$ cat config.mk
export PLATFORM = sky130hd
export DESIGN_NAME = systolic_result_drain
export DESIGN_NICKNAME = d
export VERILOG_FILES = /design/src/rtl/systolic_result_drain.sv
export SDC_FILE = /design/constraint.sdc
export NUM_CORES = 1
export LEC_CHECK = 0
export ABC_AREA = 1
export CELL_PAD_IN_SITES_DETAIL_PLACEMENT = 1
export CELL_PAD_IN_SITES_GLOBAL_PLACEMENT = 1
export CORE_MARGIN = 5
export CORE_UTILIZATION = 35
export CTS_CLUSTER_SIZE = 14
export DETAILED_ROUTE_END_ITERATION = 8
export HOLD_SLACK_MARGIN = 0.1
export PLACE_DENSITY_LB_ADDON = 0.1
export SLEW_MARGIN = 20
export SYNTH_ARGS = -nofsm -noshare
export SYNTH_HDL_FRONTEND = slang
export SYNTH_SLANG_ARGS = --single-unit
$ cat constraint.sdc
create_clock -name clk -period 4.11 [get_ports clk]
set_input_delay 0.411 -clock clk [delete_from_list [all_inputs] [get_ports clk]]
set_output_delay 0.411 -clock clk [all_outputs]
set_load 0.02 [all_outputs]
$ cat src/rtl/systolic_result_drain.sv
// Collects one result per PE of an N x N systolic array, then drains them in slot order
// over a valid/ready stream. Optional sticky overrun flag under `DRAIN_OVERRUN_ERR_EN.
module systolic_result_drain #(
  parameter int N  = 4,
  parameter int DW = 16,
  localparam int S  = N * N,
  localparam int IW = (S > 1) ? $clog2(S) : 1
) (
  input  logic            clk,
  input  logic            rst_n,
  input  logic            start,
  input  logic [S*DW-1:0] pe_result,
  input  logic [S-1:0]    pe_valid,
  output logic [DW-1:0]   out_data,
  output logic [IW-1:0]   out_index,
  output logic            out_valid,
  input  logic            out_ready,
  output logic            out_last,
  output logic            busy,
  output logic            done
`ifdef DRAIN_OVERRUN_ERR_EN
  ,
  output logic            err_overrun
`endif
);

  typedef enum logic [1:0] {IDLE, COLLECT, DRAIN, DONE} state_e;

  state_e          state_q, state_d;
  logic [S-1:0]    mask_q, mask_d, cap;
  logic [DW-1:0]   buf_q [S];
  logic [DW-1:0]   buf_d [S];
  logic [IW-1:0]   idx_q, idx_d;
  logic [DW-1:0]   data_q, data_d;
  logic            valid_q, valid_d, last_q, last_d;
  logic            busy_q, busy_d, done_q, done_d;

  always_comb begin
    state_d = state_q;
    mask_d  = mask_q;
    buf_d   = buf_q;
    idx_d   = idx_q;
    data_d  = data_q;
    cap     = '0;
    case (state_q)
      IDLE: if (start) begin
        state_d = COLLECT;
        mask_d  = '0;
      end
      COLLECT: begin
        // Only first assertion of a slot is captured; PEs keep result_valid high.
        cap = pe_valid & ~mask_q;
        for (int k = 0; k < S; k++)
          if (cap[k]) buf_d[k] = pe_result[k*DW +: DW];
        mask_d = mask_q | cap;
        if (&mask_d) begin
          state_d = DRAIN;
          idx_d   = '0;
          data_d  = buf_d[0];
        end
      end
      DRAIN: if (out_ready) begin
        if (idx_q == IW'(S-1)) begin
          state_d = DONE;
          idx_d   = '0;
          data_d  = '0;
        end else begin
          idx_d  = idx_q + 1'b1;
          data_d = buf_q[idx_d];
        end
      end
      DONE:    state_d = IDLE;
      default: state_d = IDLE;
    endcase
    valid_d = (state_d == DRAIN);
    last_d  = valid_d && (idx_d == IW'(S-1));
    busy_d  = (state_d == COLLECT) || (state_d == DRAIN);
    done_d  = (state_d == DONE);
  end

  always_ff @(posedge clk or negedge rst_n) begin
    if (!rst_n) begin
      state_q <= IDLE;
      mask_q  <= '0;
      for (int k = 0; k < S; k++) buf_q[k] <= '0;
      idx_q   <= '0;
      data_q  <= '0;
      valid_q <= 1'b0;
      last_q  <= 1'b0;
      busy_q  <= 1'b0;
      done_q  <= 1'b0;
    end else begin
      state_q <= state_d;
      mask_q  <= mask_d;
      buf_q   <= buf_d;
      idx_q   <= idx_d;
      data_q  <= data_d;
      valid_q <= valid_d;
      last_q  <= last_d;
      busy_q  <= busy_d;
      done_q  <= done_d;
    end
  end

  assign out_data  = data_q;
  assign out_index = idx_q;
  assign out_valid = valid_q;
  assign out_last  = last_q;
  assign busy      = busy_q;
  assign done      = done_q;

`ifdef DRAIN_OVERRUN_ERR_EN
  logic         err_q, err_d;
  logic [S-1:0] pv_prev_q;

  // A rising valid on a captured slot means a PE produced a second result mid-collection.
  always_comb begin
    err_d = err_q;
    if (state_q == IDLE && start)
      err_d = 1'b0;
    else if ((start && (state_q == COLLECT || state_q == DRAIN)) ||
             (state_q == COLLECT && |(pe_valid & ~pv_prev_q & mask_q)))
      err_d = 1'b1;
  end

  always_ff @(posedge clk or negedge rst_n) begin
    if (!rst_n) begin
      err_q     <= 1'b0;
      pv_prev_q <= '0;
    end else begin
      err_q     <= err_d;
      pv_prev_q <= pe_valid;
    end
  end

  assign err_overrun = err_q;
`endif

endmodule

# [Word-level counts from Yosys, hierarchy flattened]
# Index checks and enable logic that the tools add are counted.
[totals] reg_bits=298 inputBits=276 out_inout_bits=24 word_cells=83
[classes] n_addsub=1 n_lt_le_gt_ge=1 n_eq_ne=11 muxes=19 bitwise_logic=4 reduce_logical=23
[op_table] operator="$mux W16" n=7
[op_table] operator="$bmux W16 S4" n=1
[op_table] operator="$pmux W16 S2" n=2
[op_table] operator="$reduce_and A2 Y1" n=16
[op_table] operator="$and A16 B16 Y16" n=1
[op_table] operator="$not A16 Y16" n=1
[op_table] operator="$or A16 B16 Y16" n=1
[op_table] operator="$reduce_and A16 Y1" n=1
[op_table] operator="$mux W4" n=3
[op_table] operator="$eq A2 B2 Y1 const B" n=4
[op_table] operator="$eq A4 B4 Y1 const B" n=2
[op_table] operator="$mux W2" n=4
[op_table] operator="$pmux W2 S4" n=1
[op_table] operator="$pmux W4 S2" n=1
[op_table] operator="$ne A2 B2 Y1 const B" n=3
[op_table] operator="$ge A5 B5 Y1 const B" n=1
[op_table] operator="$not A4 Y5" n=1
[op_table] operator="$add A4 B1 Y4 const B" n=1
[op_table] operator="$eq A2 B1 Y1 const B" n=2
[op_table] operator="$reduce_bool A2 Y1" n=2
[op_table] operator="$reduce_and A3 Y1" n=1
[op_table] operator="$logic_not A2 Y1" n=1
[op_table] operator="$logic_and A1 B1 Y1" n=1
[op_table] operator="$logic_or A1 B1 Y1" n=1

# [Depth between registers and ports, before layout]
# Gate-level depths: netlist of run 1.
[depth] depth_word=8 depth_mapped=13 ltp_nobuf=13

# [Worst setup path before layout of run 1]
# OpenSTA, ideal clock, no wires.
[synth_timing] path_type="reg-to-reg" startpoint="register idx_q[1] (netlist: out_index[1])" endpoint="register data_q[13] (netlist: out_data[13])" setup_ns=0.066 arrival_ns=1.822 required_time_ns=4.044 slack_ns=2.222 stages_incl_launch_ff=12 n_path_buf=2 period_less_slack_ns=1.888 cell_sequence="dfrtp_1 -> ha_1 -> buf_2 -> clkbuf_1 -> o21ai_0 -> o211ai_1 -> nand3_1 -> nand2_1 -> nand2_1 -> nand2_1 -> nand2_1 -> nand2_1"
[synth_via] elab_chain_len=8 word_cells_on_any_way=9 cone_classes="add/sub (1); eq/ne (1); mux (6); bitwise (1)"
[synth_lines] element="start, declared" line="33" text="logic [IW-1:0] idx_q, idx_d;"
[synth_lines] element="start signal, assigned" line="96" text="idx_q <= idx_d;"
[synth_lines] element="$add A4 B1 Y4" line="68" text="idx_d = idx_q + 1'b1;"
[synth_lines] element="$not A4 Y5 (implied by the code)" line="69" text="data_d = buf_q[idx_d];"
[synth_lines] element="$bmux W16 S4" line="69"
[synth_lines] element="$mux W16 (implied by the code) (2 in series)" line="69"
[synth_lines] element="$mux W16 *" line="63" text="if (idx_q == IW'(S-1)) begin"
[synth_lines] element="$mux W16 *" line="62" text="DRAIN: if (out_ready) begin"
[synth_lines] element="$pmux W16 S2 *" line="45" text="case (state_q)"
[synth_lines] element="end signal, assigned" line="97" text="data_q <= data_d;"
[synth_lines] element="end, declared" line="34" text="logic [DW-1:0] data_q, data_d;"
# Mark *: on every way between the ends. The rest lies on a longest branch, timed or not. The select of a mux whose other input is x is not followed.
# A chain may end at the register's enable or synchronous reset.

# [Worst setup path in the final report of run 1]
[layout_timing] startpoint="register idx_q[0] (netlist: out_index[0])" endpoint="output port out_index[0]"
[layout_lines] element="end, declared" line="15" text="output logic [IW-1:0] out_index,"
# No word-level cell between the ends.

==> out/metrics.yaml, run 1 <==
hold_viol: 0
start_util: 0.3533
r2r_cells: 9
die_area_um2: 44120
p_leak_nw: 8.208
whs_path_depth: 3
outcome: "finished clean"
die_w_um: 210.0
syn_nets: 1795
min_path_type: "input port to flip-flop"
cts_buffer_depth: 3
cts_root_buf: "clkbuf_16"
area_growth_pct: 32.72
clock_latency_ns: 0.52
n_antenna_cell: 0
yosysWarnings: 0
crit_arrival_ns: 2.61
io_pins: 300
syn_area_um2: 14010
rows: 73
wl_per_cell_um: 21.52
start_kind: "flip-flop"
synth_area_leaders: "dfrtp_1 (53%), mux2_2 (11%), a21oi_1 (6.6%), nand2_1 (5.7%), nor2_1 (4.4%)"
stdcell_area_um2: 18590
drive_gt1_frac: 0.1224
skew_ns: 0.01188
syn_inst: 1513
synthAdderAreaFrac: 0.005360
slowest_delay_ns: 0.78
synth_top_area_share: 0.5324
synth_compound_area_frac: 0.1403
antenna_found_initial: 2
avgSynthCellArea_um2: 9.257
peakVddDrop_v: 0.0002870
timing.fmax_ghz: 0.3307
place_congestion: 0.8216
avgViaCountPerCell: 5.043
fin_crit_ns: 3.024
synth_area_leader_cell: "dfrtp_1"
tns_ns: 0
cap_violations: 0
htree_levels: 2
muxShareOfSynthArea: 0.1150
grt_pass1_vias: 12845
synth_seq_cells: 298
p_per_area_nw_per_um2: 718.1
hpwl_mm: 37.01
worstHoldStart: "pe_result[233]"
required_ns: 3.70
synth_cell_types: 22
maxSlewViolCount: 0
io_buffers: 299
finalNetCount: 2059
drtPass1Iterations: 5
finalSetupViolations: 0
cp-startpoint: "out_index[0]"
die_h_um: 210.0
crit_chain: "buf_12 > clkdlybuf4s50_1"
clk_pin_slew_ns: 0.06
clock_sinks: 298
drtIter0Drc: 638
post_cts_buffers: 0
totalWireLength_mm: 49.99
fin_crit_sh: 0.7357
rsz0062_at_grt: "false"
crit_type: "flip-flop to output port"
drc_errors: 0
timing.rr.start: "out_index[0]"
synth_top_family_by_area: "compound AO/OA/AOI/OAI gates"
grt_max_degree: 134
detail-route-antenna-nets: 0
cp_max_fo: 133
grt_use_total: 0.2231
grt_pass1_wl_mm: 76.26
numCtsBuffers: 37
grt_overflow_total: 0
place_area_um2: 17460
core_area_um2: 39640
yosysSeqAreaShare: 0.5324
synthXorXnorAreaFrac: 0.003127
worstMarginPinSlew_ns: 1.045
end_kind: "output port"
cts_tree: "built"
critPathSlowestCell: "dfrtp_4"
whs_ns: 0.4692
relSlewSlack: 0.3037
synth-simple-area-share: 0.1378
vias: 11715
## registers in the layout, indices dropped and copies added, names as in the netlist
register,count
buf_q,256
busy,1
done,1
mask_q,16
out_data,16
out_index,4
out_last,1
out_valid,1
state_q,2
## worst max-delay path: cells and delay by family, from the launching register on
family   cells  cell delay [ns]
flops        1             0.78
buf+inv      2             1.18
## placed cells by master (no fill, tap or decap), types with 6 or more instances in the layout
cell	n
clkdlybuf4s50_1	298
a21oi_1	186
nor2_1	163
nand3_1	92
nand2_1	211
o21ai_0	96
mux2_2	143
o211ai_1	64
clkbuf_1	11
clkbuf_16	39
dfrtp_1	297
inv_1	137
buf_4	12
nand3b_1	6
o22ai_1	9
## worst paths after layout
| check | endpoint | slack (ns) |
|---|---|---|
| max in group asynchronous | buf_q[218] | 2.55 |
| hold / removal | buf_q[25] | 0.47 |
| setup reg to reg | out_data[10] | 1.11 |
| setup / recovery | out_index[0] | 1.09 |
| hold reg to reg | out_data[7] | 0.48 |
| min in group asynchronous | buf_q[155] | 0.52 |
## what timing repair did
action                     CTS  global route
setup endpoints to repair    0             0
hold buffers                 1             0
resized for setup            0             0
hold endpoints to repair    95             0
## per-stage QoR
step | utilization | instances | total power, mW | setup slack, ns
6_report | 0.4689 | 2323 | 13.35 | 1.086
2_1_floorplan | - | 1513 | 8.495 | 2.222
5_1_grt | 0.4689 | 2323 | 14.36 | 0.9159
3_5_place_dp | 0.4406 | 2262 | 10.44 | 1.131
3_3_place_gp | 0.4406 | 2262 | 10.21 | 1.162
4_1_cts | 0.4688 | 2323 | 13.54 | 1.096
## final cells by class
cell class / instances / area (um2)
inverter: 141 / 529.3
tap: 525 / 656.9
fill: 4569 / 21050
clock inverter: 6 / 37.54
timing repair buffer: 316 / 3178
clock buffer: 54 / 1072
multi-input combinational: 983 / 5654
sequential: 298 / 7461
## kinds of logic (layout without fill, tap and decap cells)
group,count (synthesis),after routing
XOR/XNOR,2,2
buffers and inverters,232,517
AND/OR/NAND/NOR,475,475
multiplexers,143,143
AO/OA/AOI/OAI,357,357
adder cells (fa/ha/maj),6,6
flip-flops,298,298
## synthesized netlist by cell type
cell      count
o211ai_1     64
nand3_2       1
ha_1          6
nand3_1      93
inv_2         4
xnor2_4       1
clkbuf_1     39
dfrtp_1     298
or2_1         1
nor2_1      163
inv_1       137
buf_1        10
o211ai_2      1
nand3b_1      6
o22ai_1       9
o21ai_0      96
a21oi_1     186
xor2_2        1
nand2_1     211
mux2_2      143
buf_2        42
o21ai_1       1
## per-layer routing
layer	GRT usage	up-vias	wire [um]
li1	-	5572	-
met5	0	-	34
met4	0.04838	4	1031
met1	0.2878	5828	21310
met2	0.3952	253	25330
met3	0.03929	58	2277
## power by group
| part | internal [mW] | switching (mW) | leakage (nW) |
|---|---|---|---|
| clock | 1.80 | 1.24 | 0.547 |
| combinational | 2.22 | 3.11 | 4.23 |
| sequential | 4.35 | 0.630 | 3.43 |
| total | 8.37 | 4.98 | 8.21 |
No activity file was read; power rests on OpenSTA's default activity.
==> run 2, diff against run 1 <==
- clock period: 4.11 -> 2.7 ns (I/O delays scaled with it)
==> run 2 against run 1 <==
- sequential share of layout area decreased by 0.35 points
- non-clock buffer count increased by 20
- via count increased by 1.5%
- die area unchanged
- critical path depth increased by 1
- sequential cell count unchanged
- hold slack got worse by 0.24 ns
- clock power increased by 49%
- clock skew increased by 0.012 ns
- utilization increased by 0.42 points
- worst setup slack got worse by 0.88 ns
- critical path type unchanged
- critical endpoint unchanged
- highest routed layer unchanged
==> out/metrics.yaml, run 2 (synthesized netlist as in run 1, its figures left out) <==
outcome: "finished clean"
finalSetupViolations: 0  # unchanged
crit_type: "flip-flop to output port"
critPathBufInv: 3  # +1
detail-route-antenna-nets: 0  # unchanged
place_congestion: 0.8697  # +5.9%
clock_latency_ns: 0.55  # +0.03 ns
cts_resized: 0  # unchanged
clk_pin_slew_ns: 0.06  # about the same
drc_errors: 0  # unchanged
start_kind: "flip-flop"
rsz0062_at_grt: "false"
stdcell_area_um2: 18750  # +0.89%
cts_buffer_depth: 3  # unchanged
start_util: 0.3533  # unchanged
io_pins: 300  # unchanged
min_path_type: "input port to async pin"
maxSlewViolCount: 0  # unchanged
crit_arrival_ns: 2.23  # -0.38 ns
skew_ns: 0.02417  # +0.01229 ns
grt_pass1_wl_mm: 79.09  # +3.7%
grt_max_degree: 106  # -21%
drive_gt1_frac: 0.1314  # +0.009033
place_area_um2: 17660  # +1.1%
drtPass1Iterations: 4  # -1
io_buffers: 299  # unchanged
numCtsBuffers: 36  # -2.7%
largest_reg_flops: 256  # unchanged
hpwl_mm: 38.72  # +4.6%
antenna_found_initial: 2  # unchanged
final_common_cell: "clkdlybuf4s50_1"
path_delay_family: "buffers and inverters"
tns_ns: 0  # unchanged
end_kind: "output port"
area_growth_pct: 33.90
finalNetCount: 2078  # +0.92%
cp_max_fo: 63  # -53%
core_area_um2: 39640  # unchanged
fin_crit_sh: 0.9253
cap_violations: 0  # unchanged
p_per_area_nw_per_um2: 1101  # +53%
cts_tree: "built"
required_ns: 2.43  # -1.27 ns
crit_top_cell: "buf_12"
wl_per_cell_um: 22.21  # +3.2%
slowest_delay_ns: 0.68  # -0.10 ns
final_cell_mix: "clkdlybuf4s50_1 (298), dfrtp_1 (297), nand2_1 (211), a21oi_1 (186), nor2_1 (163)"
hold_viol: 0  # unchanged
vias: 11885  # +1.5%
peakVddDrop_v: 0.0005231  # +82%
avgViaCountPerCell: 5.070  # +0.54%
clock_sinks: 298  # unchanged
relSlewSlack: 0.5797  # +0.2761
critPathSlowestCell: "clkdlybuf4s50_1"
die_area_um2: 44120  # unchanged
grt_pass1_vias: 12872  # +0.21%
grt_use_total: 0.2342  # +0.01113
htree_levels: 2  # unchanged
largest-register: "buf_q"
crit_chain: "buf_12 > buf_12 > clkdlybuf4s50_1"
p_leak_nw: 8.295  # +1.1%
n_antenna_cell: 0  # unchanged
fin_crit_ns: 2.498
grt_overflow_total: 0  # unchanged
rows: 73  # unchanged
cts_root_buf: "clkbuf_16"
timing.fmax_ghz: 0.4003
die_h_um: 210.0  # unchanged
die_w_um: 210.0  # unchanged
worstMarginPinSlew_ns: 0.6304  # -0.4141 ns
nFillCells: 4555  # -0.31%
totalWireLength_mm: 52.05  # +4.1%
drtIter0Drc: 611  # -4.2%
-- run 2: cell types whose count changed in the layout (fill, tap and decap cells not counted), sizes merged --
cell | previous run | this run
buf | 17 | 37
clkbuf | 54 | 53
clkinvlp | 0 | 1
clkinv | 4 | 5
-- run 2: worst paths after layout --
kind                                     start      endpoint  slack [ns]  depth (start not counted)
worst max-delay path              out_index[0]  out_index[0]        0.20                          3
worst min-delay path                     rst_n    buf_q[134]        0.23                          2
worst max register to register    out_index[0]   out_data[5]        0.42                         11
worst min register to register       buf_q[47]     buf_q[47]        0.50                          1
max in group asynchronous                rst_n    buf_q[225]        1.68                          3
min in group clk                pe_result[143]    buf_q[127]        0.30                          3
-- run 2: per-stage QoR --
stage | instances | worst slack (ns) | hold WS (ns) | total power [mW] | utilization
after floorplan | 1513 | 0.8125 | -0.02559 | 12.93 | -
after global placement | 2282 | 0.4801 | 0.2074 | 15.88 | 0.4456
after detailed placement | 2282 | 0.4536 | 0.2070 | 16.21 | 0.4456
after CTS | 2344 | 0.1800 | 0.2264 | 20.88 | 0.4731
after global routing | 2344 | 0.1072 | 0.2490 | 22.15 | 0.4731
final | 2344 | 0.2018 | 0.2279 | 20.64 | 0.4731
-- run 2: routing by layer --
layer  global-route usage  part of all wire  up-vias
met5                    0           0.00054        -
met4              0.06863             0.026        4
met3              0.04286             0.052       71
met2               0.4045              0.50      308
met1               0.3024              0.42     5888
li1                     -                 -     5614
-- run 2: layout make-up --
type / count / area [um2] / share of cell area
timing repair buffer: 336 / 3378 / 0.1801
clock buffer: 53 / 1026 / 0.05471
tap: 525 / 656.9 / 0.03503
multi-input combinational: 983 / 5649 / 0.3012
inverter: 141 / 529.3 / 0.02822
clock inverter: 8 / 53.80 / 0.002869
sequential: 298 / 7461 / 0.3978
-- run 2: what timing repair did --
action,in CTS,in global routing
hold endpoints to repair,256,0
buffers inserted,0,0
hold buffers,1,0
-- run 2: power by group --
part	leakage (nW)	internal [mW]	switching, mW	total (mW)
Sequential	3.43	6.63	0.995	7.62
Clock	0.528	2.63	1.91	4.54
Combinational	4.34	3.50	4.98	8.48
==> run 3, diff against run 2 <==
- GPL_ROUTABILITY_DRIVEN: unset -> 0
- TNS_END_PERCENT: unset -> 5
- clock period: 2.7 -> 2.9 ns (I/O delays scaled with it)
==> run 3 against run 2 <==
- clock skew fell by 0.0065 ns
- wire length rose by 0.56%
- worst setup slack better by 0.023 ns
- critical path type unchanged
- power down 5.6%
- sequential share of layout area down 0.21 points
- via count rose by 0.13%
- utilization increased by 0.25 points
- final area grew 0.52%
- combinational power down 7.7%
- sequential power is 6.8% lower
- global-route usage fell by 0.073 points
- clock-buffer cell count fell by 1
==> out/metrics.yaml, run 3 (synthesized netlist as in run 1, its figures left out) <==
area_growth_pct: 34.60
multi_input_area_um2: 5649  # unchanged
drtPass1Iterations: 4  # unchanged
final_common_cell: "clkdlybuf4s50_1"
fin_ws_ns: 0.2248  # +0.02295 ns
grt_pass1_vias: 12978  # +0.82%
grt_overflow_total: 0  # unchanged
antenna_found_initial: 1  # -1
grt_pass1_wl_mm: 79.21  # +0.15%
io_pins: 300  # unchanged
hpwl_mm: 39.09  # +0.96%
numCtsBuffers: 37  # +2.8%
core_area_um2: 39640  # unchanged
drc_errors: 0  # unchanged
die_h_um: 210.0  # unchanged
post_cts_buffers: 0  # unchanged
largest_reg_flops: 256  # unchanged
totalWireLength_mm: 52.34  # +0.56%
grt_use_total: 0.2335  # -0.0007342
power.total_mw: 19.48  # -5.6%
io_buffers: 299  # unchanged
die_area_um2: 44120  # unchanged
drtIter0Drc: 753  # +23%
hold_viol: 0  # unchanged
end_kind: "output port"
avgViaCountPerCell: 5.071  # about the same
skew_ns: 0.01771  # -0.006456 ns
outcome: "finished clean"
dp_slack_ns: 0.4236  # -0.03003 ns
wl_per_cell_um: 22.30  # +0.43%
relSlewSlack: 0.5321  # -0.04764
timing.rr.start: "out_index[0]"
crit_type: "flip-flop to output port"
start_util: 0.3533  # unchanged
grt_max_degree: 92  # -13%
finalSetupViolations: 0  # unchanged
regArea_um2: 7461  # unchanged
fin_crit_ns: 2.675
start_kind: "flip-flop"
stdcell_area_um2: 18850  # +0.52%
cts_root_buf: "clkbuf_16"
p_leak_nw: 8.359  # +0.76%
finalNetCount: 2080  # +0.096%
crit_arrival_ns: 2.39  # +0.16 ns
cts_resized: 0  # unchanged
fin_crit_sh: 0.9225
worstMarginPinSlew_ns: 0.7019  # +0.07147 ns
timing.fmax_ghz: 0.3738
die_w_um: 210.0  # unchanged
required_ns: 2.61  # +0.18 ns
final_core_util: 0.4756  # +0.002462
r2r-end: "out_data[10]"
reg2reg_slack_ns: 0.37  # -0.05 ns
postCtsHoldBufs: 1  # unchanged
min_path_type: "input port to async pin"
rows: 73  # unchanged
vias: 11901  # +0.13%
rsz0062_at_grt: "false"
drive_gt1_frac: 0.1367  # +0.005272
clk_pin_slew_ns: 0.06  # about the same
tns_ns: 0  # unchanged
cap_violations: 0  # unchanged
clock_latency_ns: 0.53  # -0.02 ns
cp_max_fo: 72  # +14%
n_antenna_cell: 0  # unchanged
r2r_cells: 11  # unchanged
htree_levels: 2  # unchanged
cts_buffer_depth: 3  # unchanged
place_area_um2: 17650  # about the same
clock_sinks: 298  # unchanged
detail-route-antenna-nets: 0  # unchanged
maxSlewViolCount: 0  # unchanged
p_per_area_nw_per_um2: 1033  # -6.1%
nFillCells: 4507  # -1.1%
final_cell_mix: "clkdlybuf4s50_1 (298), dfrtp_1 (297), nand2_1 (211), a21oi_1 (186), nor2_1 (163)"
peakVddDrop_v: 0.0004150  # -21%
cts_tree: "built"
largest-register: "buf_q"
-- run 3: power breakdown --
part / internal (mW) / switching (mW)
Combinational: 3.24 / 4.59
Sequential: 6.17 / 0.931
Clock: 2.74 / 1.81
Total: 12.1 / 7.33
-- run 3: area by class of cell --
cell class,count,share of cell area
clock buffer,52,0.05861
inverter,141,0.02807
tap,525,0.03484
timing repair buffer,337,0.1783
clock inverter,11,0.004779
multi-input combinational,983,0.2997
sequential,298,0.3958
-- run 3: metrics by stage --
step / std cells / hold WS [ns]
finish: 2347 / 0.3125
global route: 2347 / 0.3377
CTS: 2347 / 0.3084
detailed placement: 2283 / 0.2790
global placement: 2283 / 0.2785
floorplan: 1513 / -0.005591
-- run 3: worst max-delay path: stages, from the launching register on --
cell,delay (ns)
dfrtp_4,0.47
buf_4,0.58
clkdlybuf4s50_1,0.77
-- run 3: how the worst max path moves through the flow --
| stage | startpoint | slack (ns) | depth (start not counted) | to |
|---|---|---|---|---|
| after CTS | out_index[0] | 0.23 | 2 | out_index[0] |
| after global placement | out_index[0] | 0.43 | 11 | out_data[10] |
| after global routing | out_index[0] | 0.12 | 2 | out_index[0] |
| after floorplan | out_index[1] | 1.01 | 11 | out_data[13] |
| after detailed placement | out_index[0] | 0.42 | 11 | out_data[10] |
| final | out_index[0] | 0.22 | 2 | out_index[0] |
-- run 3: per-layer routing --
metal	vias to the layer above	global-route usage	routed length [um]
met5	-	0	13
met1	5919	0.3004	22220
met2	285	0.4076	26110
li1	5621	-	-
met3	74	0.04197	2598
met4	2	0.06323	1404
